[src/rtl/prog_loader_pkg.sv]
// prog_loader_pkg
//   Shared definitions for the boot-time program loader: loader state
//   encoding, the default frame start marker and frame-format constants.
//   No ports.
package prog_loader_pkg;

    typedef enum logic [2:0] {
        ST_IDLE = 3'd0,
        ST_LEN0 = 3'd1,
        ST_LEN1 = 3'd2,
        ST_DATA = 3'd3,
        ST_CSUM = 3'd4,
        ST_DONE = 3'd5,
        ST_ERR  = 3'd6
    } state_t;

    localparam logic [7:0] SYNC_BYTE_DEF  = 8'hA5;
    localparam int         LEN_W          = 16;  // width of the LEN field
    localparam int         BYTES_PER_WORD = 4;

endpackage

[src/rtl/prog_loader_word_assembler.sv]
// word_assembler
//   Collects bytes LSB first into a 32-bit little-endian word. The partial
//   word lives in its own shift register and the finished word in a separate
//   output register, so a new byte can be taken in the same cycle the
//   previous word is presented.
// Ports:
//   clk          : system clock
//   reset        : synchronous, active-high reset
//   i_clear      : synchronous clear at the start of a frame
//   i_byte_valid : i_byte is a data byte this cycle
//   i_byte       : data byte
//   o_last       : the next accepted byte completes a word
//   o_word_valid : one-cycle pulse, o_word holds a finished word
//   o_word       : finished word
module word_assembler
    import prog_loader_pkg::*;
(
    input  logic        clk,
    input  logic        reset,
    input  logic        i_clear,
    input  logic        i_byte_valid,
    input  logic [7:0]  i_byte,
    output logic        o_last,
    output logic        o_word_valid,
    output logic [31:0] o_word
);

    localparam logic [1:0] LAST_CNT = 2'(BYTES_PER_WORD - 1);

    logic [23:0] r_shift;
    logic [1:0]  r_cnt;
    logic [31:0] r_word;
    logic        r_valid;

    always_ff @(posedge clk) begin
        if (reset || i_clear) begin
            r_shift <= '0;
            r_cnt   <= '0;
            r_word  <= '0;
            r_valid <= 1'b0;
        end else begin
            r_valid <= 1'b0;
            if (i_byte_valid) begin
                if (r_cnt == LAST_CNT) begin
                    // Newest byte is the most significant one.
                    r_word  <= {i_byte, r_shift};
                    r_valid <= 1'b1;
                    r_cnt   <= '0;
                end else begin
                    r_shift <= {i_byte, r_shift[23:8]};
                    r_cnt   <= r_cnt + 2'd1;
                end
            end
        end
    end

    assign o_last       = (r_cnt == LAST_CNT);
    assign o_word_valid = r_valid;
    assign o_word       = r_word;

endmodule

[src/rtl/prog_loader.sv]
// prog_loader
//   Parses a framed byte stream (SYNC, LEN_LO, LEN_HI, LEN words LSB first,
//   CSUM), writes the words to memory from ADDR_BASE upward and holds the
//   processor in reset until a complete image with a matching XOR checksum
//   has been stored.
// Ports:
//   clk, reset : clock, synchronous active-high reset
//   rx_valid   : one-cycle strobe, rx_byte valid this cycle
//   rx_byte    : received byte
//   reload     : start a new load from DONE or ERR
//   mem_we     : one-cycle write pulse per word
//   mem_addr   : byte address of the write (word aligned)
//   mem_wdata  : word to write
//   cpu_reset  : processor reset, low only in DONE
//   done       : image loaded and verified
//   error      : load failed, sticky until reload or reset
//   dbg_state  : current loader state
// Handshake: the byte input has no back-pressure; every cycle with rx_valid
// high delivers exactly one byte and the loader always accepts it.
module prog_loader
    import prog_loader_pkg::*;
#(
    parameter logic [31:0] ADDR_BASE      = 32'h0000_0000,
    parameter int          MAX_WORDS      = 64,
    parameter int          TIMEOUT_CYCLES = 1_000_000,
    parameter logic [7:0]  SYNC_BYTE      = SYNC_BYTE_DEF
) (
    input  logic        clk,
    input  logic        reset,
    input  logic        rx_valid,
    input  logic [7:0]  rx_byte,
    input  logic        reload,
    output logic        mem_we,
    output logic [31:0] mem_addr,
    output logic [31:0] mem_wdata,
    output logic        cpu_reset,
    output logic        done,
    output logic        error,
    output logic [2:0]  dbg_state
);

    localparam logic [LEN_W-1:0] MAX_LEN  = LEN_W'(MAX_WORDS);
    localparam logic [31:0]      TMO_LAST = 32'(TIMEOUT_CYCLES - 1);
    localparam logic [31:0]      ADDR_INC = 32'(BYTES_PER_WORD);

    state_t             r_state, w_next;
    logic [LEN_W-1:0]   r_len, r_index;
    logic [7:0]         r_csum;
    logic [31:0]        r_addr, r_tmo;
    logic               r_cpu_reset, r_done, r_error;

    logic               w_frame_start, w_timer_on, w_expired, w_last_word;
    logic               w_asm_last, w_word_valid;
    logic [31:0]        w_word;
    logic [LEN_W-1:0]   w_len_full;

    assign w_frame_start = (r_state == ST_IDLE) && rx_valid && (rx_byte == SYNC_BYTE);
    assign w_timer_on    = (r_state == ST_LEN0) || (r_state == ST_LEN1) ||
                           (r_state == ST_DATA) || (r_state == ST_CSUM);
    // A byte in the expiry cycle wins over the timeout.
    assign w_expired     = w_timer_on && !rx_valid && (r_tmo == TMO_LAST);
    assign w_len_full    = {rx_byte, r_len[7:0]};
    // r_index already counts every earlier word: their pulses came at least
    // four cycles before the last byte of the current word.
    assign w_last_word   = w_asm_last && (LEN_W'(r_index + 1'b1) == r_len);

    word_assembler u_asm (
        .clk          (clk),
        .reset        (reset),
        .i_clear      (w_frame_start),
        .i_byte_valid (rx_valid && (r_state == ST_DATA)),
        .i_byte       (rx_byte),
        .o_last       (w_asm_last),
        .o_word_valid (w_word_valid),
        .o_word       (w_word)
    );

    always_comb begin
        w_next = r_state;
        case (r_state)
            ST_IDLE: if (w_frame_start) w_next = ST_LEN0;
            ST_LEN0: begin
                if (rx_valid)       w_next = ST_LEN1;
                else if (w_expired) w_next = ST_ERR;
            end
            ST_LEN1: begin
                if (rx_valid) begin
                    if (w_len_full > MAX_LEN)     w_next = ST_ERR;
                    else if (w_len_full == '0)    w_next = ST_CSUM;
                    else                          w_next = ST_DATA;
                end else if (w_expired) begin
                    w_next = ST_ERR;
                end
            end
            ST_DATA: begin
                if (rx_valid) begin
                    if (w_last_word) w_next = ST_CSUM;
                end else if (w_expired) begin
                    w_next = ST_ERR;
                end
            end
            ST_CSUM: begin
                if (rx_valid)       w_next = (rx_byte == r_csum) ? ST_DONE : ST_ERR;
                else if (w_expired) w_next = ST_ERR;
            end
            ST_DONE: if (reload) w_next = ST_IDLE;
            ST_ERR:  if (reload) w_next = ST_IDLE;
            default: w_next = ST_IDLE;
        endcase
    end

    always_ff @(posedge clk) begin
        if (reset) begin
            r_state     <= ST_IDLE;
            r_len       <= '0;
            r_index     <= '0;
            r_csum      <= '0;
            r_addr      <= ADDR_BASE;
            r_tmo       <= '0;
            r_cpu_reset <= 1'b1;
            r_done      <= 1'b0;
            r_error     <= 1'b0;
        end else begin
            r_state     <= w_next;
            // Status outputs are decoded from the next state into flops so
            // the processor reset never sees decode glitches.
            r_cpu_reset <= (w_next != ST_DONE);
            r_done      <= (w_next == ST_DONE);
            r_error     <= (w_next == ST_ERR);

            if (!w_timer_on || rx_valid) r_tmo <= '0;
            else                         r_tmo <= r_tmo + 32'd1;

            if (w_frame_start)
                r_csum <= '0;
            else if (rx_valid && ((r_state == ST_LEN0) || (r_state == ST_LEN1) ||
                                  (r_state == ST_DATA)))
                r_csum <= r_csum ^ rx_byte;

            if (rx_valid && (r_state == ST_LEN0)) r_len[7:0] <= rx_byte;
            if (rx_valid && (r_state == ST_LEN1)) r_len      <= w_len_full;

            if (w_frame_start) begin
                r_index <= '0;
                r_addr  <= ADDR_BASE;
            end else if (w_word_valid) begin
                r_index <= r_index + 1'b1;
                r_addr  <= r_addr + ADDR_INC;
            end
        end
    end

    assign mem_we    = w_word_valid;
    assign mem_wdata = w_word;
    assign mem_addr  = r_addr;
    assign cpu_reset = r_cpu_reset;
    assign done      = r_done;
    assign error     = r_error;
    assign dbg_state = r_state;

endmodule

[config.mk]
export PLATFORM = sky130hd
export DESIGN_NAME = prog_loader
export DESIGN_NICKNAME = d
export VERILOG_FILES = /design/src/rtl/prog_loader_pkg.sv /design/src/rtl/prog_loader_word_assembler.sv /design/src/rtl/prog_loader.sv
export SDC_FILE = /design/constraint.sdc
export NUM_CORES = 1
export LEC_CHECK = 0
export ABC_AREA = 0
export BUFFER_PORTS_ARGS = -buffer_cell sky130_fd_sc_hd__buf_2
export CAP_MARGIN = 20
export CORE_ASPECT_RATIO = 1.4
export CORE_MARGIN = 4
export CORE_UTILIZATION = 30
export DETAILED_ROUTE_END_ITERATION = 10
export GPL_ROUTABILITY_DRIVEN = 0
export REMOVE_ABC_BUFFERS = 1
export SLEW_MARGIN = 20
export SYNTH_ARGS = -nofsm -noshare
export SYNTH_HDL_FRONTEND = slang
export SYNTH_HIERARCHICAL = 1
export SYNTH_SLANG_ARGS = --single-unit
[constraint.sdc]
create_clock -name clk -period 5.4 [get_ports clk]
set_clock_uncertainty 0.15 [all_clocks]
set_input_delay 1.08 -clock clk [delete_from_list [all_inputs] [get_ports clk]]
set_output_delay 1.08 -clock clk [all_outputs]
set_load 0.03 [all_outputs]
==> impl_summary.log, run 1 <==
[metrics] run status: completed
[metrics] Via Count: 5,911
[metrics] final critical-path required period: 3.04 ns
[metrics] highest clock rate: 329 MHz
[metrics] WS Path Type: reg2reg
[metrics] CTS resizes: 0
[metrics] I/O Pins: 83
[metrics] register bit total from synthesis: 167
[metrics] sequential cell area fraction in the yosys report: 45.4%
[metrics] startpoint class of the critical path: flip-flop
[metrics] largest voltage drop on the vdd net: 0.251 mV
[metrics] number of failing setup endpoints in the final timing report: 0
[metrics] clock tree from TritonCTS: built
[metrics] Root Buffer Master: sky130_fd_sc_hd__clkbuf_16
[metrics] Synth Flop Type: sky130_fd_sc_hd__dfxtp_1
[metrics] share of the synthesized area in the top cell type: 45.4%
[metrics] post-detailed-routing wire length: 16.3 mm
[metrics] mean instance size in the synthesized netlist: 8.41 um^2
[metrics] buffer count from post-CTS setup fixing: 0
[metrics] number of buffers inserted by hold repair at cts: 0
[metrics] Total Nets Final: 950
[metrics] start point of the critical path: r_index[0]
[metrics] post-route worst setup slack: 2.36 ns
[metrics] cell depth of the worst flop-to-flop path: 8
[metrics] quantity of I/O buffers inserted on ports: 80
[metrics] pre-CTS setup slack: 2.00 ns
[metrics] number of clock buffers inserted by TritonCTS: 17
[metrics] critical path data required time: 5.61 ns
[metrics] overflow left after global routing: 0
[metrics] kind of cell adding the most delay to the critical path: simple AND/OR/NAND/NOR gates
[metrics] Max Cap Viol: 0
[metrics] Synthesis Warnings: 6
[metrics] worst setup path endpoint: error
[metrics] most instantiated library cell after synthesis: sky130_fd_sc_hd__nand2_1
[metrics] number of buffers and inverters on the critical path: 0
[metrics] share of async-settable or async-resettable flops after synthesis: 0%
[metrics] die area: 27,100 um^2
[metrics] post-synthesis instance total: 875
[metrics] Core Rows: 67
[metrics] post-route setup TNS: 0 ns
[metrics] maximum number of pins on one net before global-route repair: 55
[metrics] DPL Wire Length: 11.2 mm
[metrics] first drt pass iteration count: 5
[metrics] area added between synthesis and finish: 15.5%
[metrics] placed instance area: 7930 um^2
[metrics] ratio of routed vias to standard cells: 4.71
[metrics] final instance area: 8500 um^2
[metrics] worst hold path type: reg2reg
[metrics] per-cell routed wire length: 13.0 um
[metrics] beginning of the worst register-to-register path: r_index[0]
[metrics] number of diodes added for antenna fixing: 0
[metrics] worst reg2reg endpoint: error
[metrics] final antenna-violating net count: 0
[metrics] proportion of layout cells with a drive suffix above 1: 14.7%
[metrics] clock-pin slew reported for the worst setup and hold paths after clock tree synthesis: 0.07 ns
[metrics] post-synthesis cell area: 7360 um^2
[metrics] FF-to-FF setup slack: 2.36 ns
[metrics] number of flops mapped to enable cells by yosys: 0
[metrics] number of design-rule violations left by the first detailed-router iteration: 228
[metrics] biggest fanout along the worst timing path: 7
[metrics] Die X-Extent: 140 um
[metrics] Critical-path top delay cell: sky130_fd_sc_hd__or4_4
[metrics] via count of the first global-routing pass: 5,677
[metrics] ordered cell list for the critical path: ha_1 > nand3_2 > nor3_1 > a21oi_1 > a211o_2 > or4_4 > a211oi_4 > o2111a_1
[metrics] floorplan core area: 24,100 um^2
[metrics] CTS H-Tree Depth: 4
[metrics] total count of max-transition violations in the final report: 0
[metrics] Slew @ Worst Pin: 1.01 ns
[metrics] cell type with the highest aggregate area in the netlist: sky130_fd_sc_hd__dfxtp_1
[metrics] total power divided by cell area: 290 nW/um^2
[metrics] smallest hold slack: 0.301 ns
[metrics] Die Y: 193 um
[metrics] clock latency of the later-clocked register in the worst-skew pair: 0.42 ns
[metrics] final critical-path share of the clock period: 56.3%
[metrics] worst stage delay on the critical path: 0.53 ns
[metrics] initial antenna violation count: 0
[metrics] number of clock sinks: 167
[metrics] Worst Path Arrival: 3.25 ns
[metrics] total stage count of the critical path: 8
[metrics] RSZ-0062 raised after global routing: no
[metrics] ranking of synthesized cells by instance count: sky130_fd_sc_hd__nand2_1 (177), sky130_fd_sc_hd__dfxtp_1 (167), sky130_fd_sc_hd__nor2_1 (110), sky130_fd_sc_hd__a21oi_1 (69), sky130_fd_sc_hd__xor2_1 (58)
[metrics] number of DRC violations after detailed routing: 0
[metrics] Critical Path Sink Type: flip-flop
[metrics] wire length of the first global-routing pass: 27.7 mm
[metrics] ranking of synthesized cells by area: sky130_fd_sc_hd__dfxtp_1 (45%), sky130_fd_sc_hd__nand2_1 (9.0%), sky130_fd_sc_hd__xor2_1 (6.9%), sky130_fd_sc_hd__xnor2_1 (5.8%), sky130_fd_sc_hd__nor2_1 (5.6%)
[metrics] Hold Violations, Final: 0
[metrics] buffer depth of the longest clock path: 2
[metrics] Yosys cell types: 56
[metrics] leakage power figure: 3.00 nW
[metrics] Tot GR Track Use: 12.1%
[metrics] effective utilization at floorplan: 30.6%
[metrics] worst rel slew slack: 31.8%
==> registers in the layout, indices dropped and copies added (netlist names) <==
register	cells
u_asm/r_shift	24
cpu_reset	1
error	1
r_tmo	32
r_len	16
r_csum	8
mem_addr	30
done	1
dbg_state	3
r_index	16
u_asm/o_word_valid	1
u_asm/r_cnt	2
u_asm/o_word	32
==> metal layers <==
layer	global-route usage [%]	vias to the layer above	part of all wire (%)
li1	-	3042	-
met3	2.59	18	3.9
met2	21.2	122	50
met1	14.4	2729	45
met4	4.52	0	1.7
met5	0	-	0
==> cell families (layout without fill, tap and decap cells) <==
logic type               Yosys count  after routing  synth area share, %
AO/OA/AOI/OAI                    107            107                 8.79
XOR/XNOR                         107            107                 12.7
adder cells (fa/ha/maj)            5              5                0.850
buffers and inverters             55            125                 4.08
flip-flops                       167            167                 45.4
multiplexers                      12             12                 1.63
other                              1              2               0.0509
AND/OR/NAND/NOR                  421            421                 26.4
==> area by class of cell <==
type / instances / area (um^2)
Clock buffer: 19 / 443
Clock inverter: 13 / 131
Fill cell: 2480 / 15600
Inverter: 9 / 33.8
Multi-Input combinational cell: 654 / 3730
Sequential cell: 167 / 3340
Tap cell: 310 / 388
Timing Repair Buffer: 84 / 438
==> worst reg2reg max path: cells and delay by family (launching register included) <==
family,cells,cell delay [ns]
adders and majority gates,1,0.31
AOI/OAI and AO/OA,4,1.01
DFF,1,0.47
and+or+nand+nor,3,1.03
==> report_power, final <==
group          internal, mW  total (mW)  leakage, nW  switching (mW)
Combinational       0.00870      0.0417         1.38          0.0330
Clock                 0.661        1.19        0.278           0.530
Sequential             1.23        1.23         1.34        0.000248
==> worst min path at each step <==
stage,cells after the start,startpoint,to,slack (ns)
2_1_floorplan,1,r_tmo[0],r_tmo[0],0.28
3_3_place_gp,2,u_asm/r_shift[2],u_asm/o_word[2],0.29
3_5_place_dp,2,u_asm/r_shift[0],u_asm/o_word[0],0.29
4_1_cts,2,u_asm/r_shift[6],u_asm/o_word[6],0.30
5_1_grt,2,u_asm/r_shift[5],u_asm/o_word[5],0.31
6_report,2,u_asm/o_word[6],u_asm/o_word[6],0.30
==> per-stage QoR <==
stage / utilization [%] / std cells / power [mW]
final: 35.3 / 1256 / 2.46
after global routing: 35.3 / 1256 / 2.55
after CTS: 35.3 / 1256 / 2.50
after detailed placement: 32.9 / 1224 / 1.30
after global placement: 32.9 / 1223 / 1.30
after floorplan: - / 830 / 1.28
==> placed cells by master (no fill, tap or decap), drive strengths merged, types with 2 or more instances in the layout <==
cell	instances
nand2	177
dfxtp	167
nor2	110
buf	84
a21oi	79
xor2	58
xnor2	49
nand3	27
nand4	21
clkbuf	19
inv	17
nor4	14
or3	13
and3	12
o21ai	12
mux2i	12
and4	11
nor3	9
nand2b	5
nor3b	5
ha	5
and2	4
nor2b	3
or2	3
o41ai	2
nor4b	2
conb	2
clkinvlp	2
or4	2
o31a	2
clkinv	2
No activity file was read; power rests on OpenSTA's default activity.
==> inputs of run 2 (changes only) <==
- clock period: 5.4 -> 2.5 ns (I/O delays scaled with it)
==> impl_summary.log, run 2 (synthesis gave the netlist of run 1 again) <==
[metrics] DPL Wire Length: 12.1 mm
[metrics] WS Path Type: reg2reg
[metrics] Critical Path Sink Type: flip-flop
[metrics] total power divided by cell area: 618 nW/um^2
[metrics] placed instance area: 8410 um^2
[metrics] per-cell routed wire length: 13.0 um
[metrics] RSZ-0062 raised after global routing: yes
[metrics] proportion of layout cells with a drive suffix above 1: 21.3%
[metrics] floorplan core area: 24,100 um^2
[metrics] post-detailed-routing wire length: 17.2 mm
[metrics] maximum number of pins on one net before global-route repair: 60
[metrics] worst setup path endpoint: error
[metrics] area added between synthesis and finish: 24.2%
[metrics] overflow left after global routing: 0
[metrics] largest voltage drop on the vdd net: 0.489 mV
[metrics] Tot GR Track Use: 12.8%
[metrics] Hold Violations, Final: 0
[metrics] Die Y: 193 um
[metrics] startpoint class of the critical path: flip-flop
[metrics] effective utilization at floorplan: 30.6%
[metrics] Slew @ Worst Pin: 0.581 ns
[metrics] worst rel slew slack: 61.1%
[metrics] Via Count: 6,151
[metrics] number of clock buffers inserted by TritonCTS: 17
[metrics] wire length of the first global-routing pass: 28.9 mm
[metrics] final critical-path share of the clock period: 104%
[metrics] final antenna-violating net count: 0
[metrics] quantity of I/O buffers inserted on ports: 80
[metrics] buffer depth of the longest clock path: 2
[metrics] ordered cell list for the critical path: buf_6 > nand3_2 > xnor2_1 > nand4_1 > or4_4 > or4_4 > a211oi_4 > o2111a_1
[metrics] clock latency of the later-clocked register in the worst-skew pair: 0.43 ns
[metrics] run status: complete, but fails checks
[metrics] CTS H-Tree Depth: 4
[metrics] final critical-path required period: 2.60 ns
[metrics] most frequent cells in the layout: sky130_fd_sc_hd__nand2_1 (176), sky130_fd_sc_hd__dfxtp_1 (163), sky130_fd_sc_hd__nor2_1 (110)
[metrics] biggest fanout along the worst timing path: 6
[metrics] Max Cap Viol: 0
[metrics] clock tree from TritonCTS: built
[metrics] number of diodes added for antenna fixing: 0
[metrics] total count of max-transition violations in the final report: 0
[metrics] cell depth of the worst flop-to-flop path: 8
[metrics] total stage count of the critical path: 8
[metrics] post-route worst setup slack: -0.104 ns
[metrics] start point of the critical path: r_index[0]
[metrics] Root Buffer Master: sky130_fd_sc_hd__clkbuf_16
[metrics] pre-CTS setup slack: -0.218 ns
[metrics] Worst Path Arrival: 2.83 ns
[metrics] ratio of routed vias to standard cells: 4.66
[metrics] worst hold path type: in2reg
[metrics] highest clock rate: 384 MHz
[metrics] fill cell instance count of the final layout: 2,474
[metrics] via count of the first global-routing pass: 5,970
[metrics] number of design-rule violations left by the first detailed-router iteration: 224
[metrics] Critical Path Most Common Cell: sky130_fd_sc_hd__or4_4
[metrics] clock-pin slew reported for the worst setup and hold paths after clock tree synthesis: 0.07 ns
[metrics] Core Rows: 67
[metrics] number of buffers and inverters on the critical path: 1
[metrics] Critical-path top delay cell: sky130_fd_sc_hd__or4_4
[metrics] die area: 27,100 um^2
[metrics] number of failing setup endpoints in the final timing report: 5
[metrics] leakage power figure: 3.38 nW
[metrics] FF-to-FF setup slack: -0.10 ns
[metrics] beginning of the worst register-to-register path: r_index[0]
[metrics] I/O Pins: 83
[metrics] Die X-Extent: 140 um
[metrics] leading cell type in the layout, fill and taps excluded: sky130_fd_sc_hd__nand2_1
[metrics] Total Nets Final: 1,014
[metrics] violations in the final reports: negative setup slack
[metrics] final instance area: 9140 um^2
[metrics] number of DRC violations after detailed routing: 0
[metrics] critical path data required time: 2.72 ns
[metrics] first drt pass iteration count: 4
[metrics] number of clock sinks: 167
[metrics] kind of cell adding the most delay to the critical path: simple AND/OR/NAND/NOR gates
[metrics] initial antenna violation count: 0
[metrics] worst reg2reg endpoint: error
[metrics] worst stage delay on the critical path: 0.53 ns
[run 2: per-stage QoR]
stage,std cells,util (%),TNS [ns],hold WS [ns],power [mW]
2_1_floorplan,830,-,-9.15,0.276,2.76
3_3_place_gp,1286,34.9,-0.739,0.287,2.84
3_5_place_dp,1286,34.9,-0.826,0.293,2.84
4_1_cts,1320,37.9,-0.202,0.223,5.73
5_1_grt,1320,38.0,-0.718,0.245,5.84
6_report,1320,38.0,-0.264,0.242,5.65
[run 2: how the worst min path moves through the flow]
stage | startpoint | endpoint | slack [ns] | cells past startpoint
2_1_floorplan | r_tmo[0] | r_tmo[0] | 0.28 | 1
4_1_cts | reset | r_len[15] | 0.22 | 2
6_report | reset | r_len[13] | 0.24 | 2
3_5_place_dp | u_asm/r_shift[0] | u_asm/o_word[0] | 0.29 | 2
5_1_grt | reset | r_len[13] | 0.25 | 2
3_3_place_gp | u_asm/r_shift[0] | u_asm/o_word[0] | 0.29 | 2
[run 2: worst reg2reg max path, cell delays in order, from the launching register on]
cell and delay [ns]:
sky130_fd_sc_hd__dfxtp_2 0.36, sky130_fd_sc_hd__buf_6 0.12, sky130_fd_sc_hd__nand3_2 0.08, sky130_fd_sc_hd__xnor2_1 0.18, sky130_fd_sc_hd__nand4_1 0.11, sky130_fd_sc_hd__or4_4 0.51
sky130_fd_sc_hd__or4_4 0.53, sky130_fd_sc_hd__a211oi_4 0.30, sky130_fd_sc_hd__o2111a_1 0.22
[run 2: area by class of cell]
| type | count | area [um^2] | area share, % |
|---|---|---|---|
| Multi-Input combinational cell | 654 | 3790 | 41.4 |
| Sequential cell | 167 | 3350 | 36.6 |
| Timing Repair Buffer | 148 | 940 | 10.3 |
| Clock buffer | 20 | 457 | 5.00 |
| Tap cell | 310 | 388 | 4.24 |
| Clock inverter | 12 | 188 | 2.05 |
| Inverter | 9 | 33.8 | 0.370 |
[run 2: report_power, final]
group / switching [mW] / internal (mW)
combinational: 0.0810 / 0.0356
clock: 1.12 / 1.75
sequential: 0.000333 / 2.66
total: 1.21 / 4.44
[run 2: per-layer routing]
layer / global-route usage, % / part of all wire, %
met5: 0 / 0
met3: 2.59 / 3.4
met1: 14.9 / 43
met4: 5.96 / 3.0
met2: 22.5 / 50
[run 2: repair_timing]
| item | CTS | global route |
|---|---|---|
| gates cloned | 0 | 0 |
| gates resized for setup | 12 | 6 |
| hold buffers | 0 | 0 |
| hold endpoints to repair | 0 | 0 |
| endpoints found under the setup margin | 5 | 6 |
| setup buffers | 2 | 0 |
| pin swaps | 6 | 1 |
